`config.mk`:
```
export PLATFORM = sky130hd
export DESIGN_NAME = mmu_tlb
export DESIGN_NICKNAME = d
export VERILOG_FILES = /design/src/rtl/mmu_pkg.sv /design/src/rtl/tlb_cam.sv /design/src/rtl/mmu_tlb.sv
export SDC_FILE = /design/constraint.sdc
export NUM_CORES = 1
export LEC_CHECK = 0
export BUFFER_PORTS_ARGS = -buffer_cell sky130_fd_sc_hd__buf_4
export CORE_AREA = 2 2 182 273
export DETAILED_ROUTE_END_ITERATION = 10
export DIE_AREA = 0 0 184 275
export MAX_ROUTING_LAYER = met4
export PLACE_DENSITY = 0.68
export SYNTH_ARGS = -nofsm -noshare
export SYNTH_HDL_FRONTEND = slang
export SYNTH_SLANG_ARGS = --single-unit
```
`constraint.sdc`:
```
create_clock -name clk -period 6.7 [get_ports clk]
set_input_delay 0 -clock clk [delete_from_list [all_inputs] [get_ports clk]]
set_output_delay 0 -clock clk [all_outputs]
set_load 0.01 [all_outputs]
```
`src/rtl/mmu_pkg.sv`:
```
// mmu_pkg: shared types and constants for the MMU/TLB slice.
//   mmu_state_t  - walker FSM states
//   PTE_V/W/R    - bit positions of the valid/write/read flags in a PTE
//   tlb_entry_t  - one TLB entry; page-number fields are sized for the widest
//                  supported address, so narrower configurations zero-extend
//   perm_fault() - load/store permission check against R/W flags
package mmu_pkg;

    typedef enum logic [1:0] {
        IDLE     = 2'd0,
        PTW_REQ  = 2'd1,
        PTW_WAIT = 2'd2
    } mmu_state_t;

    localparam int PTE_V = 0;
    localparam int PTE_W = 1;
    localparam int PTE_R = 2;

    localparam int TLB_PN_MAX_W = 32;

    typedef struct packed {
        logic                    valid;
        logic [TLB_PN_MAX_W-1:0] vpn;
        logic [TLB_PN_MAX_W-1:0] ppn;
        logic                    r;
        logic                    w;
    } tlb_entry_t;

    // A store needs W, a load needs R.
    function automatic logic perm_fault(input logic is_write, input logic r, input logic w);
        return (is_write && !w) || (!is_write && !r);
    endfunction

endpackage

```
`src/rtl/tlb_cam.sv`:
```
// tlb_cam: fully associative TLB storage.
//   clk, rst          - clock, synchronous active-high reset (clears all entries, pointer = 0)
//   flush             - invalidate every entry on this edge; fill pointer is kept
//   lookup_vpn        - combinational lookup key
//   hit/hit_ppn/hit_r/hit_w - lookup result
//   fill, fill_*      - write a new entry at the round-robin pointer, then advance it
module tlb_cam
    import mmu_pkg::*;
#(
    parameter int VPN_W   = 20,
    parameter int PPN_W   = 20,
    parameter int ENTRIES = 8
) (
    input  logic             clk,
    input  logic             rst,
    input  logic             flush,
    input  logic [VPN_W-1:0] lookup_vpn,
    output logic             hit,
    output logic [PPN_W-1:0] hit_ppn,
    output logic             hit_r,
    output logic             hit_w,
    input  logic             fill,
    input  logic [VPN_W-1:0] fill_vpn,
    input  logic [PPN_W-1:0] fill_ppn,
    input  logic             fill_r,
    input  logic             fill_w
);

    localparam int PTR_W = $clog2(ENTRIES);

    tlb_entry_t              entries_r [ENTRIES];
    logic [PTR_W-1:0]        ptr_r;
    logic [ENTRIES-1:0]      match_s;
    logic [TLB_PN_MAX_W-1:0] ppn_s;
    logic                    r_s;
    logic                    w_s;

    // Parallel VPN compare; at most one entry can match, so the fields are OR-merged.
    always_comb begin
        match_s = {ENTRIES{1'b0}};
        ppn_s   = {TLB_PN_MAX_W{1'b0}};
        r_s     = 1'b0;
        w_s     = 1'b0;
        for (int i = 0; i < ENTRIES; i++) begin
            match_s[i] = entries_r[i].valid &&
                         (entries_r[i].vpn == TLB_PN_MAX_W'(lookup_vpn));
            ppn_s = ppn_s | (entries_r[i].ppn & {TLB_PN_MAX_W{match_s[i]}});
            r_s   = r_s | (entries_r[i].r & match_s[i]);
            w_s   = w_s | (entries_r[i].w & match_s[i]);
        end
    end

    assign hit     = |match_s;
    assign hit_ppn = PPN_W'(ppn_s);
    assign hit_r   = r_s;
    assign hit_w   = w_s;

    // Entry storage: flush beats a same-cycle fill so a flushed walk never lands.
    always_ff @(posedge clk) begin
        if (rst) begin
            for (int i = 0; i < ENTRIES; i++) begin
                entries_r[i] <= '0;
            end
            ptr_r <= {PTR_W{1'b0}};
        end else if (flush) begin
            for (int i = 0; i < ENTRIES; i++) begin
                entries_r[i].valid <= 1'b0;
            end
        end else if (fill) begin
            entries_r[ptr_r] <= {1'b1, TLB_PN_MAX_W'(fill_vpn), TLB_PN_MAX_W'(fill_ppn),
                                 fill_r, fill_w};
            ptr_r            <= ptr_r + PTR_W'(1);
        end else begin
            ptr_r <= ptr_r;
        end
    end

endmodule

```
`src/rtl/mmu_tlb.sv`:
```
// mmu_tlb: MMU with fully associative TLB and single-level page-table walker.
//   clk, rst                       - clock, synchronous active-high reset
//   req_valid/req_ready/req_vaddr/req_write - translation request
//   resp_valid/resp_paddr/resp_fault        - one-cycle registered response
//   ptbase                         - page-table base, used when a walk starts
//   flush                          - invalidate the TLB
//   ptw_req_valid/ptw_req_addr/ptw_req_ready - walker PTE read request
//   ptw_resp_valid/ptw_resp_data   - returned PTE
module mmu_tlb
    import mmu_pkg::*;
#(
    parameter int VA_W        = 32,
    parameter int PA_W        = 32,
    parameter int PAGE_BITS   = 12,
    parameter int TLB_ENTRIES = 8
) (
    input  logic            clk,
    input  logic            rst,
    input  logic            req_valid,
    output logic            req_ready,
    input  logic [VA_W-1:0] req_vaddr,
    input  logic            req_write,
    output logic            resp_valid,
    output logic [PA_W-1:0] resp_paddr,
    output logic            resp_fault,
    input  logic [PA_W-1:0] ptbase,
    input  logic            flush,
    output logic            ptw_req_valid,
    output logic [PA_W-1:0] ptw_req_addr,
    input  logic            ptw_req_ready,
    input  logic            ptw_resp_valid,
    input  logic [31:0]     ptw_resp_data
);

    localparam int VPN_W = VA_W - PAGE_BITS;
    localparam int PPN_W = PA_W - PAGE_BITS;

    mmu_state_t           state_r;
    logic [VPN_W-1:0]     vpn_r;
    logic [PAGE_BITS-1:0] off_r;
    logic                 write_r;
    logic                 flush_pend_r;
    logic                 resp_valid_r;
    logic [PA_W-1:0]      resp_paddr_r;
    logic                 resp_fault_r;
    logic                 ptw_req_valid_r;
    logic [PA_W-1:0]      ptw_req_addr_r;

    logic [VPN_W-1:0]     req_vpn_s;
    logic [PAGE_BITS-1:0] req_off_s;
    logic [PA_W-1:0]      pte_addr_s;
    logic                 req_ready_s;
    logic                 accept_s;
    logic                 hit_s;
    logic [PPN_W-1:0]     hit_ppn_s;
    logic                 hit_r_s;
    logic                 hit_w_s;
    logic                 hit_fault_s;
    logic [PPN_W-1:0]     pte_ppn_s;
    logic                 pte_v_s;
    logic                 pte_r_s;
    logic                 pte_w_s;
    logic                 walk_fault_s;
    logic                 fill_s;

    assign req_vpn_s  = VPN_W'(req_vaddr >> PAGE_BITS);
    assign req_off_s  = req_vaddr[PAGE_BITS-1:0];
    // Wrap-around of the table address is intentional.
    assign pte_addr_s = ptbase + PA_W'({req_vpn_s, 2'b00});

    assign req_ready_s = (state_r == IDLE) && !flush && !rst;
    assign accept_s    = req_valid && req_ready_s;
    assign hit_fault_s = perm_fault(req_write, hit_r_s, hit_w_s);

    assign pte_ppn_s    = PPN_W'(ptw_resp_data >> PAGE_BITS);
    assign pte_v_s      = ptw_resp_data[PTE_V];
    assign pte_r_s      = ptw_resp_data[PTE_R];
    assign pte_w_s      = ptw_resp_data[PTE_W];
    assign walk_fault_s = !pte_v_s || perm_fault(write_r, pte_r_s, pte_w_s);
    // Permission faults still fill; a flush seen during the walk cancels the fill.
    assign fill_s       = (state_r == PTW_WAIT) && ptw_resp_valid && pte_v_s && !flush_pend_r;

    tlb_cam #(
        .VPN_W   (VPN_W),
        .PPN_W   (PPN_W),
        .ENTRIES (TLB_ENTRIES)
    ) u_cam (
        .clk        (clk),
        .rst        (rst),
        .flush      (flush),
        .lookup_vpn (req_vpn_s),
        .hit        (hit_s),
        .hit_ppn    (hit_ppn_s),
        .hit_r      (hit_r_s),
        .hit_w      (hit_w_s),
        .fill       (fill_s),
        .fill_vpn   (vpn_r),
        .fill_ppn   (pte_ppn_s),
        .fill_r     (pte_r_s),
        .fill_w     (pte_w_s)
    );

    // Walker FSM and registered response/walker outputs.
    always_ff @(posedge clk) begin
        if (rst) begin
            state_r         <= IDLE;
            vpn_r           <= {VPN_W{1'b0}};
            off_r           <= {PAGE_BITS{1'b0}};
            write_r         <= 1'b0;
            flush_pend_r    <= 1'b0;
            resp_valid_r    <= 1'b0;
            resp_paddr_r    <= {PA_W{1'b0}};
            resp_fault_r    <= 1'b0;
            ptw_req_valid_r <= 1'b0;
            ptw_req_addr_r  <= {PA_W{1'b0}};
        end else begin
            resp_valid_r <= 1'b0;
            case (state_r)
                IDLE: begin
                    flush_pend_r <= 1'b0;
                    if (accept_s && hit_s) begin
                        resp_valid_r <= 1'b1;
                        resp_fault_r <= hit_fault_s;
                        resp_paddr_r <= hit_fault_s ? {PA_W{1'b0}} : {hit_ppn_s, req_off_s};
                    end else if (accept_s) begin
                        vpn_r           <= req_vpn_s;
                        off_r           <= req_off_s;
                        write_r         <= req_write;
                        ptw_req_valid_r <= 1'b1;
                        ptw_req_addr_r  <= pte_addr_s;
                        state_r         <= PTW_REQ;
                    end else begin
                        state_r <= IDLE;
                    end
                end
                PTW_REQ: begin
                    flush_pend_r <= flush_pend_r | flush;
                    if (ptw_req_ready) begin
                        ptw_req_valid_r <= 1'b0;
                        state_r         <= PTW_WAIT;
                    end else begin
                        state_r <= PTW_REQ;
                    end
                end
                PTW_WAIT: begin
                    flush_pend_r <= flush_pend_r | flush;
                    if (ptw_resp_valid) begin
                        resp_valid_r <= 1'b1;
                        resp_fault_r <= walk_fault_s;
                        resp_paddr_r <= walk_fault_s ? {PA_W{1'b0}} : {pte_ppn_s, off_r};
                        state_r      <= IDLE;
                    end else begin
                        state_r <= PTW_WAIT;
                    end
                end
                default: begin
                    ptw_req_valid_r <= 1'b0;
                    state_r         <= IDLE;
                end
            endcase
        end
    end

    assign req_ready     = req_ready_s;
    assign resp_valid    = resp_valid_r;
    assign resp_paddr    = resp_paddr_r;
    assign resp_fault    = resp_fault_r;
    assign ptw_req_valid = ptw_req_valid_r;
    assign ptw_req_addr  = ptw_req_addr_r;

endmodule

```
==> metrics.md, run 1 <==
| Metric | Value |
|---|---|
| Clk sinks | 450 |
| Syn. warnings | 0 |
| Skew-Pair Late Insertion Delay | around 0.57 ns |
| Routability congestion estimate from global placement | 0.9090 |
| Worst-path fanout max | 62 |
| Post-DP HPWL | 40,830 um |
| Vias per std cell | 5.850 |
| Final Instance Count excl. Fillers | 2,741 |
| Outcome | finished, final reports clean |
| Leak | between 9 and 10 nW |
| Post-synth ARST share | 0 |
| CP peak stage delay | 0.69 ns |
| Synth Instances | 1,868 |
| DRT Pass-1 Iters | 5 |
| Post-route cell area | 25,590 um2 |
| Crit Path Category | reg -> reg |
| Final Cycle Share | 0.6248 |
| Antenna cells | 0 |
| Min Tclk post-route | 4.186 ns |
| Final Hold Fails | 0 |
| Num CTS Buffers | 44 |
| Initial Util | 0.4438 |
| First-pass GRT wire length | 98,430 um |
| Largest net degree at the start of global routing | 63 |
| Antenna Nets Post-Route | 0 |
| Cell row count | between 90 and 100 |
| Max Fclk | about 0.24 GHz |
| Final WL | 66,220 um |
| Worst-margin pin slew | 1.060 ns |
| Gr usage total | 0.2690 |
| Setup TNS | 0 ns |
| Max Root-Sink Buffers | 3 |
| Pwr dens | 238.7 nW/um2 |
| Element type at the critical path end | register |
| Proportion of power drawn by the clock network | 0.400 |
| Initial DRC Count | 1,343 |
| Cell Area, Placed | between 20,000 and 25,000 um2 |
| Critical-path top delay cell | nor4_1 |
| Worst path most repeated cell | buf_4 |
| Final Skew | 0.03255 ns |
| Residual DRC | 0 |
| Int Power | approximately 4.7 mW |
| Initial antenna violation count | 2 |
| Worst path bufs/invs | 3 |
| Worst Setup Start Kind | register |
| Core Region | 48,310 um2 |
| Switching share of power | 0.2358 |
| Fraction of layout cells with a size suffix above 1 | 0.1372 |
| Top cell type's share of synthesized area | 0.4706 |
| Maxcap violations | 0 |
| Synthesized Nets | 1,997 |
| #FFs+latches synth | 450 |
| Clock Root Buffer | clkbuf_16 |
| Number of synthesized flops with an enable pin | 336 |
| Post-synthesis cell type count | 69 |
| Max IR drop VDD | 0.0002134 V |
| Final Slew Violations | 0 |
| Boundary Pins | 171 |
| Primary FF master, synth | edfxtp_1 |
| Height of the die | 275 um |
| Synthesis-to-layout area growth | 19.36% |
| Worst-path cell chain | xnor2_1, nand4_1, nor4_1, and2_1, buf_4, nor4_2, and3_2, buf_4, o21ai_0, a31oi_1, dlygate4sd3_1 |
| Die X-Extent | 184 um |
| Critical path arrival | 4.65 ns |
| Number of global-route vias before repair | 16,330 |
| Setup ws final | 2.514 ns |
| Most numerous cell in the Yosys netlist | and2_1 |
| Net Sw Power | 1.440 mW |
| Crit-path leading delay family | simple AND/OR/NAND/NOR gates |
| Logic pwr share | 0.088 |
| H-tree levels | 2 |
| Top cells by area, synth | edfxtp_1 (47%), dfxtp_1 (11%), and2_1 (10%) |
| CTS tree | done |
| Seq/Total Area, Yosys | 0.5771 |
| Nets@finish | 2,228 |
| DR WL/cell | 24.16 um |
| Pre-CTS setup slack | 3.047 ns |
| Unrepaired setup endpoints after global routing | false |
| Min-delay worst type | in -> reg |
| Cells after DPL | 2,550 |
| Die area | 50,600 um2 |
| Syn Area/Cell | 11.48 um2 |
| Worst-path clk slew | 0.06 ns |
| Endpoints failing setup | 0 |
| GR Overflow Total | 0 |
| Critical Path RT | 7.16 ns |
| Via count | 16,030 |
| Cell taking the most area after synthesis | edfxtp_1 |
| # port buffers | around 160 |
| Most frequent cells after synthesis | and2_1 (341), edfxtp_1 (336), nand2_1 (195) |
| Syn Std Cell Area | 21,440 um2 |
| Share of power burned in registers | 0.512 |
| Slew margin rel. | 0.2907 |
## power by group through the flow
stage	combinational (mW)	clock [mW]	sequential, mW
2_1_floorplan	0.285	0	3.18
3_3_place_gp	0.469	0	3.18
3_5_place_dp	0.478	0	3.19
4_1_cts	0.531	2.47	3.13
5_1_grt	0.576	2.56	3.14
6_report	0.536	2.44	3.13
## final cells by class
cell class	count	area [um2]
inverters	16	60.06
well taps	606	758.2
multi-input cells	1284	8466
clock inverters	15	126.4
repair buffers	303	2547
clock buffers	67	1260
fillers	4185	22720
flip-flops and latches	450	12370
## layer usage
layer | part of all wire | GRT usage | up-vias
li1 | - | - | 7167
met1 | 0.36 | 0.3058 | 7875
met2 | 0.51 | 0.4659 | 762
met3 | 0.072 | 0.03429 | 230
met4 | 0.054 | 0.1352 | 0
met5 | 0 | - | -
## cell usage in the layout, fill, tap and decap left out, drive strengths merged, types with 67 or more instances in the layout
cell type	count
a22oi	82
a21oi	92
nand2	195
edfxtp	336
dfxtp	114
xnor2	104
buf	194
clkbuf	67
dlygate4sd3	109
xor2	85
and2	342
## flip-flops by register name, indices dropped and copies added (netlist names), 2 cells and up
name             count
ptw_req_addr        32
resp_paddr          32
u_cam.ptr_r          3
vpn_r               20
state_r              2
off_r               12
u_cam.entries_r    344
## path summary, 6_finish.rpt
path	start	to	slack, ns	cells past startpoint
hold reg to reg	ptw_req_addr[12]	ptw_req_addr[12]	0.46	2
setup / recovery	u_cam.entries_r[4][41]	ptw_req_addr[25]	2.51	11
setup reg to reg	u_cam.entries_r[4][41]	ptw_req_addr[25]	2.51	11
hold / removal	ptbase[15]	ptw_req_addr[15]	0.03	5
## stage by stage
stage / power (mW) / hold WS, ns / utilization
global placement: 3.653 / 0.2557 / 0.4784
global route: 6.277 / 0.05565 / 0.5297
CTS: 6.125 / 0.001794 / 0.5297
detailed placement: 3.667 / 0.2606 / 0.4784
finish: 6.108 / 0.02531 / 0.5297
floorplan: 3.461 / 0.1360 / -
## tightest hold or removal path, stage by stage
cell and delay (ns):
buf_4 0.08, ha_1 0.20, xnor2_1 0.10, nand2_1 0.07, a21oi_1 0.06
## what timing repair did
item | 4_1_cts | 5_1_grt
buffers inserted | 0 | 0
hold endpoints to repair | 281 | 0
endpoints found under the setup margin | 0 | 0
hold buffers | 109 | 0
gates resized for setup | 0 | 0
## cell families (layout without fill, tap and decap cells)
logic type      Yosys count  in the layout  share of synthesized area
simple gates            724            724                     0.1887
buf+inv                 134            401                    0.03122
compound gates          342            342                     0.1088
xor+xnor                189            189                    0.07721
fa+ha+maj                26             26                    0.01552
mux                       3              3                   0.001401
flops                   450            450                     0.5771
Power figures use the tool's default switching activity.
==> inputs of run 2 (changes only) <==
- clock period: 6.7 -> 3.95 ns (I/O delays scaled with it)
==> run 2 against run 1 <==
Against the previous run:
- combinational power increased by 69%
- die area unchanged
- core utilization decreased by 0.13 points
- via count decreased by 0.27%
- clock skew decreased by 0.0074 ns
- count of clock-buffer cells in the layout decreased by 3
- sequential share of layout area increased by 0.12 points
- first-iteration DRC count decreased by 8.6%
- critical path type unchanged
==> metrics.md, run 2 (same netlist as run 1, synthesis figures left out) <==
| Metric | Value |
|---|---|
| Outcome | finished, final reports clean |
| Worst-path fanout max | 29 |
| Critical Path RT | roughly 4.5 ns |
| Leak | ~10 nW |
| # port buffers | 161 |
| First-pass GRT wire length | slightly below 100,000 um |
| Reg2reg end | ptw_req_addr[25] |
| Slew margin rel. | 0.5275 |
| Min Tclk post-route | 3.671 ns |
| Crit Path Category | reg -> reg |
| CTS tree | done |
| Max FFs per register | 344 |
| Num CTS Buffers | 44 |
| Critical path arrival | 4.18 ns |
| Initial Util | 0.4438 |
| Number of global-route vias before repair | 16,210 |
| Pre-CTS setup slack | 0.6958 ns |
| Endpoints failing setup | 0 |
| Final Instance Count excl. Fillers | 2,732 |
| Vias per std cell | 5.853 |
| Min-delay worst type | in -> reg |
| Max Fclk | 0.2724 GHz |
| Die X-Extent | ~180 um |
| Worst r2r path cells | 10 |
| Max Root-Sink Buffers | 3 |
| R2r startpoint | u_cam.entries_r[0][36] |
| Worst-margin pin slew | 0.7078 ns |
| Final WL | 66,120 um |
| Via count | 15,990 |
| GR Overflow Total | 0 |
| Final Cycle Share | 0.9293 |
| Residual DRC | 0 |
| Worst-path clk slew | approximately 0.07 ns |
| Gr usage total | 0.2690 |
| Hold worst-path end | ptw_req_addr[6] |
| DRT Pass-1 Iters | 5 |
| Final Hold Fails | 0 |
| Cell row count | 99 |
| Commonest non-fill, non-tap cell in the layout | and2_1 |
| Final Skew | 0.02517 ns |
| Hold path start | ptbase[6] |
| Clock Root Buffer | clkbuf_16 |
| Most flops, register | u_cam.entries_r |
| Nets@finish | 2,221 |
| Filler cells | 4,137 |
| R2R Setup Slk | 0.28 ns |
| DR WL/cell | 24.20 um |
| H-tree levels | 2 |
| Initial DRC Count | 1,227 |
| Die area | 50,600 um2 |
| Cells after DPL | 2,559 |
| Unrepaired setup endpoints after global routing | false |
| Element type at the critical path end | register |
| Height of the die | 275 um |
| Pwr dens | 400.5 nW/um2 |
| Final Slew Violations | 0 |
| Synthesis-to-layout area growth | 19.07% |
| Clk sinks | 450 |
| Commonest cells after routing, fill and taps aside | and2_1 (341), edfxtp_1 (336), buf_4 (197) |
| Setup Buffers After CTS | 0 |
| Core Region | 48,310 um2 |
| Fraction of layout cells with a size suffix above 1 | 0.1430 |
| Hold Path Cell Cnt | 5 |
| Routability congestion estimate from global placement | 0.8948 |
| Overall power | about 10 mW |
| Skew-Pair Late Insertion Delay | approximately 0.56 ns |
| Boundary Pins | 171 |
| Post-DP HPWL | just over 40,000 um |
| Antenna cells | 0 |
| Antenna Nets Post-Route | 0 |
| Setup ws final | between 0.2 and 0.3 ns |
| Initial antenna violation count | 0 |
| Worst Setup Start Kind | register |
| Max IR drop VDD | 0.0003429 V |
| Setup TNS | 0 ns |
| Maxcap violations | 0 |
| Largest net degree at the start of global routing | 51 |
run 2: cell count changes in the layout (fill, tap and decap cells not counted), sizes merged:
cell,delta
buf,+9
clkbuf,-3
bufinv,-2
dlygate4sd3,-16
clkinv,+3
run 2: layout make-up:
class                   count  area, um2  area share
flip-flops and latches    450      12370      0.4847
multi-input cells        1284       8468      0.3317
repair buffers            296       2530     0.09911
clock buffers              64       1237     0.04848
well taps                 606      758.2     0.02970
clock inverters            16      100.1    0.003921
inverters                  16      60.06    0.002353
run 2: worst max path at each step:
stage / from / end / slack, ns / depth (start not counted)
detailed placement: u_cam.entries_r[5][29] / resp_paddr[22] / 0.70 / 9
finish: u_cam.entries_r[0][36] / ptw_req_addr[25] / 0.28 / 10
CTS: u_cam.entries_r[0][36] / ptw_req_addr[25] / 0.30 / 10
floorplan: state_r[0] / u_cam.entries_r[7][0] / 0.35 / 6
global route: req_vaddr[15] / ptw_req_addr[25] / 0.06 / 13
global placement: u_cam.entries_r[5][29] / resp_paddr[22] / 0.76 / 9
run 2: per-stage QoR:
step                utilization  hold slack [ns]  instance area (um2)
detailed placement       0.4814           0.2580                23250
global placement         0.4814           0.2531                23250
floorplan                     -           0.1360                21440
CTS                      0.5283          0.01540                25520
finish                   0.5284          0.03566                25530
global route             0.5284          0.04875                25530
run 2: repair_timing:
| item | CTS | global route |
|---|---|---|
| hold buffers | 93 | 0 |
| setup endpoints to repair | 0 | 1 |
| resized for setup | 0 | 1 |
| hold endpoints to repair | 276 | 0 |
run 2: per-layer routing:
layer	wire, um	track usage	vias to the layer above
li1	-	-	7167
met1	23830	0.3032	7790
met2	33690	0.4615	772
met3	4492	0.03045	261
met4	4110	0.1566	0
met5	0	-	-
run 2: where the power goes:
part	internal, mW	total, mW	leakage [nW]	switching, mW
logic	0.367	0.905	4.77	0.538
registers	5.22	5.31	4.34	0.0920
clock network	2.19	4.01	0.664	1.82
run 2: critical path, cell delays in order, from the launching register on:
cell,delay [ns]
edfxtp_1,0.38
xor2_1,0.21
nor4_1,0.10
and3_1,0.19
and2_1,0.31
nor4_1,0.57
and3_2,0.58
buf_4,0.38
o21ai_0,0.14
a31oi_1,0.17
dlygate4sd3_1,0.57
==> inputs of run 3 (changes only) <==
- CELL_PAD_IN_SITES_DETAIL_PLACEMENT: not set -> 1
- CELL_PAD_IN_SITES_GLOBAL_PLACEMENT: not set -> 1
- PLACE_DENSITY: 0.68 -> 0.8
- clock period: 3.95 -> 4.6 ns (I/O delays scaled with it)
==> run 3 against run 2 <==
Against the previous run:
- sequential share of layout area down 0.42 points
- global-route usage up 3.2 points
- non-clock buffer count up 16
- die area unchanged
- final cell count up 0.77%
- via count up 4.4%
- worst setup slack better by 0.015 ns
- critical path type is now in -> reg
- largest cell class unchanged
==> metrics.md, run 3 (same netlist as run 1, synthesis figures left out) <==
| Metric | Value |
|---|---|
| Outcome | finished, final reports clean |
| Commonest non-fill, non-tap cell in the layout | and2_1 |
| Initial Util | 0.4438 |
| Leak | around 9.9 nW |
| Max Root-Sink Buffers | 3 |
| Slew margin rel. | 0.3646 |
| Worst-path cell chain | dlygate4sd3_1, buf_4, ha_1, inv_1, fa_1, nor2b_1, o211ai_1, a21boi_0, o31a_1, a21oi_1, a211oi_1, xnor2_1, dlygate4sd3_1, a21oi_1 |
| Worst Setup Start Kind | input port |
| Critical path arrival | 4.73 ns |
| Die X-Extent | 184 um |
| Max FFs per register | 344 |
| Cells after DPL | 2,562 |
| Final Slew Violations | 0 |
| Die area | 50,600 um2 |
| Via count | 16,690 |
| Num CTS Buffers | 45 |
| Cell row count | 99 |
| Overall power | 8.970 mW |
| Largest net degree at the start of global routing | 49 |
| Clk sinks | 450 |
| Antenna Nets Post-Route | 0 |
| Clock Root Buffer | clkbuf_16 |
| Number of global-route vias before repair | approximately 18,000 |
| Setup Buffers After CTS | 0 |
| Worst-margin pin slew | 0.9530 ns |
| CTS tree | done |
| H-tree levels | 2 |
| Most flops, register | u_cam.entries_r |
| Worst-path fanout max | 11 |
| Synthesis-to-layout area growth | 20.11% |
| Worst-path clk slew | 0.07 ns |
| Skew-Pair Late Insertion Delay | 0.58 ns |
| DRT Pass-1 Iters | 7 |
| Vias per std cell | a little over 6 |
| Final WL | 74,920 um |
| Min Tclk post-route | approximately 4.3 ns |
| Final Cycle Share | 0.9361 |
| Critical Path RT | approximately 5 ns |
| Routability congestion estimate from global placement | 0.8677 |
| Final Skew | 0.02779 ns |
| Max IR drop VDD | 0.0003347 V |
| DR WL/cell | ~27 um |
| Initial antenna violation count | 1 |
| Residual DRC | 0 |
| Fraction of layout cells with a size suffix above 1 | 0.1468 |
| Height of the die | 275 um |
| # port buffers | 161 |
| Commonest cells after routing, fill and taps aside | and2_1 (341), edfxtp_1 (336), buf_4 (199) |
| Gr usage total | 0.3007 |
| Worst path bufs/invs | 4 |
| Pwr dens | around 350 nW/um2 |
| Element type at the critical path end | register |
| First-pass GRT wire length | between 100,000 and 150,000 um |
| Initial DRC Count | 1,268 |
| Nets@finish | 2,238 |
| Min-delay worst type | in -> reg |
| GR Overflow Total | 0 |
| Endpoints failing setup | 0 |
| Crit Path Category | in -> reg |
| Crit-path leading delay family | compound AO/OA/AOI/OAI gates |
| CP peak stage delay | just under 0.8 ns |
| Post-DP HPWL | 44,870 um |
| Boundary Pins | 171 |
| Core Region | 48,310 um2 |
| Final Instance Count excl. Fillers | 2,753 |
| Max Fclk | 0.2322 GHz |
| Final Hold Fails | 0 |
| Critical-path top delay cell | a211oi_1 |
| Maxcap violations | 0 |
-- run 3: changes by cell type in the layout (fill, tap and decap cells not counted), moves of 2 or more --
cell and delta:
buf_4 +2, clkbuf_1 -6, clkinv_2 +6, clkinvlp_4 +2, dlygate4sd3_1 +13
-- run 3: worst register-to-register path: stages (launching register included) --
cell and delay [ns]:
edfxtp_1 0.39, xor2_1 0.18, or3_1 0.42, nor4_2 0.40
and2_1 0.56, nor4_1 0.18, nand3_2 0.59, buf_4 0.34
nand2_1 0.09, a21oi_1 0.15, dlygate4sd3_1 0.61
-- run 3: final timing paths --
kind	depth (start not counted)	slack, ns	endpoint	startpoint
min	5	0.02	ptw_req_addr[15]	ptbase[15]
max reg2reg	10	0.64	off_r[2]	u_cam.entries_r[2][28]
min reg2reg	2	0.46	ptw_req_addr[2]	ptw_req_addr[2]
max	14	0.29	ptw_req_addr[28]	req_vaddr[12]
-- run 3: layout make-up --
type	count	area (um2)
multi-input cells	1284	8464
fillers	5062	22560
clock inverters	26	162.7
well taps	606	758.2
clock buffers	58	1235
diodes	1	2.502
repair buffers	312	2695
inverters	16	60.06
flip-flops and latches	450	12370
-- run 3: power by group --
| part | switching, mW | internal, mW |
|---|---|---|
| Combinational | 0.494 | 0.322 |
| Clock | 1.67 | 1.91 |
| Sequential | 0.0869 | 4.48 |
-- run 3: stage by stage --
stage            util  setup slack, ns  instance area [um2]  hold WS, ns  setup TNS [ns]
2_1_floorplan       -            1.005                21440       0.1360               0
3_3_place_gp   0.4821            1.257                23290       0.2557               0
3_5_place_dp   0.4821            1.105                23290       0.2694               0
4_1_cts        0.5330           0.7061                25750     0.002385               0
5_1_grt        0.5330         -0.01920                25750      0.03332        -0.01920
6_report       0.5330           0.2940                25750      0.01873               0
-- run 3: layer usage --
layer | GRT usage | wire (um) | vias up
met5 | - | 0 | -
met4 | 0.1836 | 4912 | 0
met3 | 0.04130 | 4256 | 343
met2 | 0.5368 | 39560 | 770
met1 | 0.3125 | 26200 | 8393
li1 | - | - | 7186
-- run 3: repair_timing --
item                                    in CTS  in global routing
hold endpoints to repair                   274                  0
hold buffers                               106                  0
gates resized for setup                      0                  0
endpoints found under the setup margin       0                  0
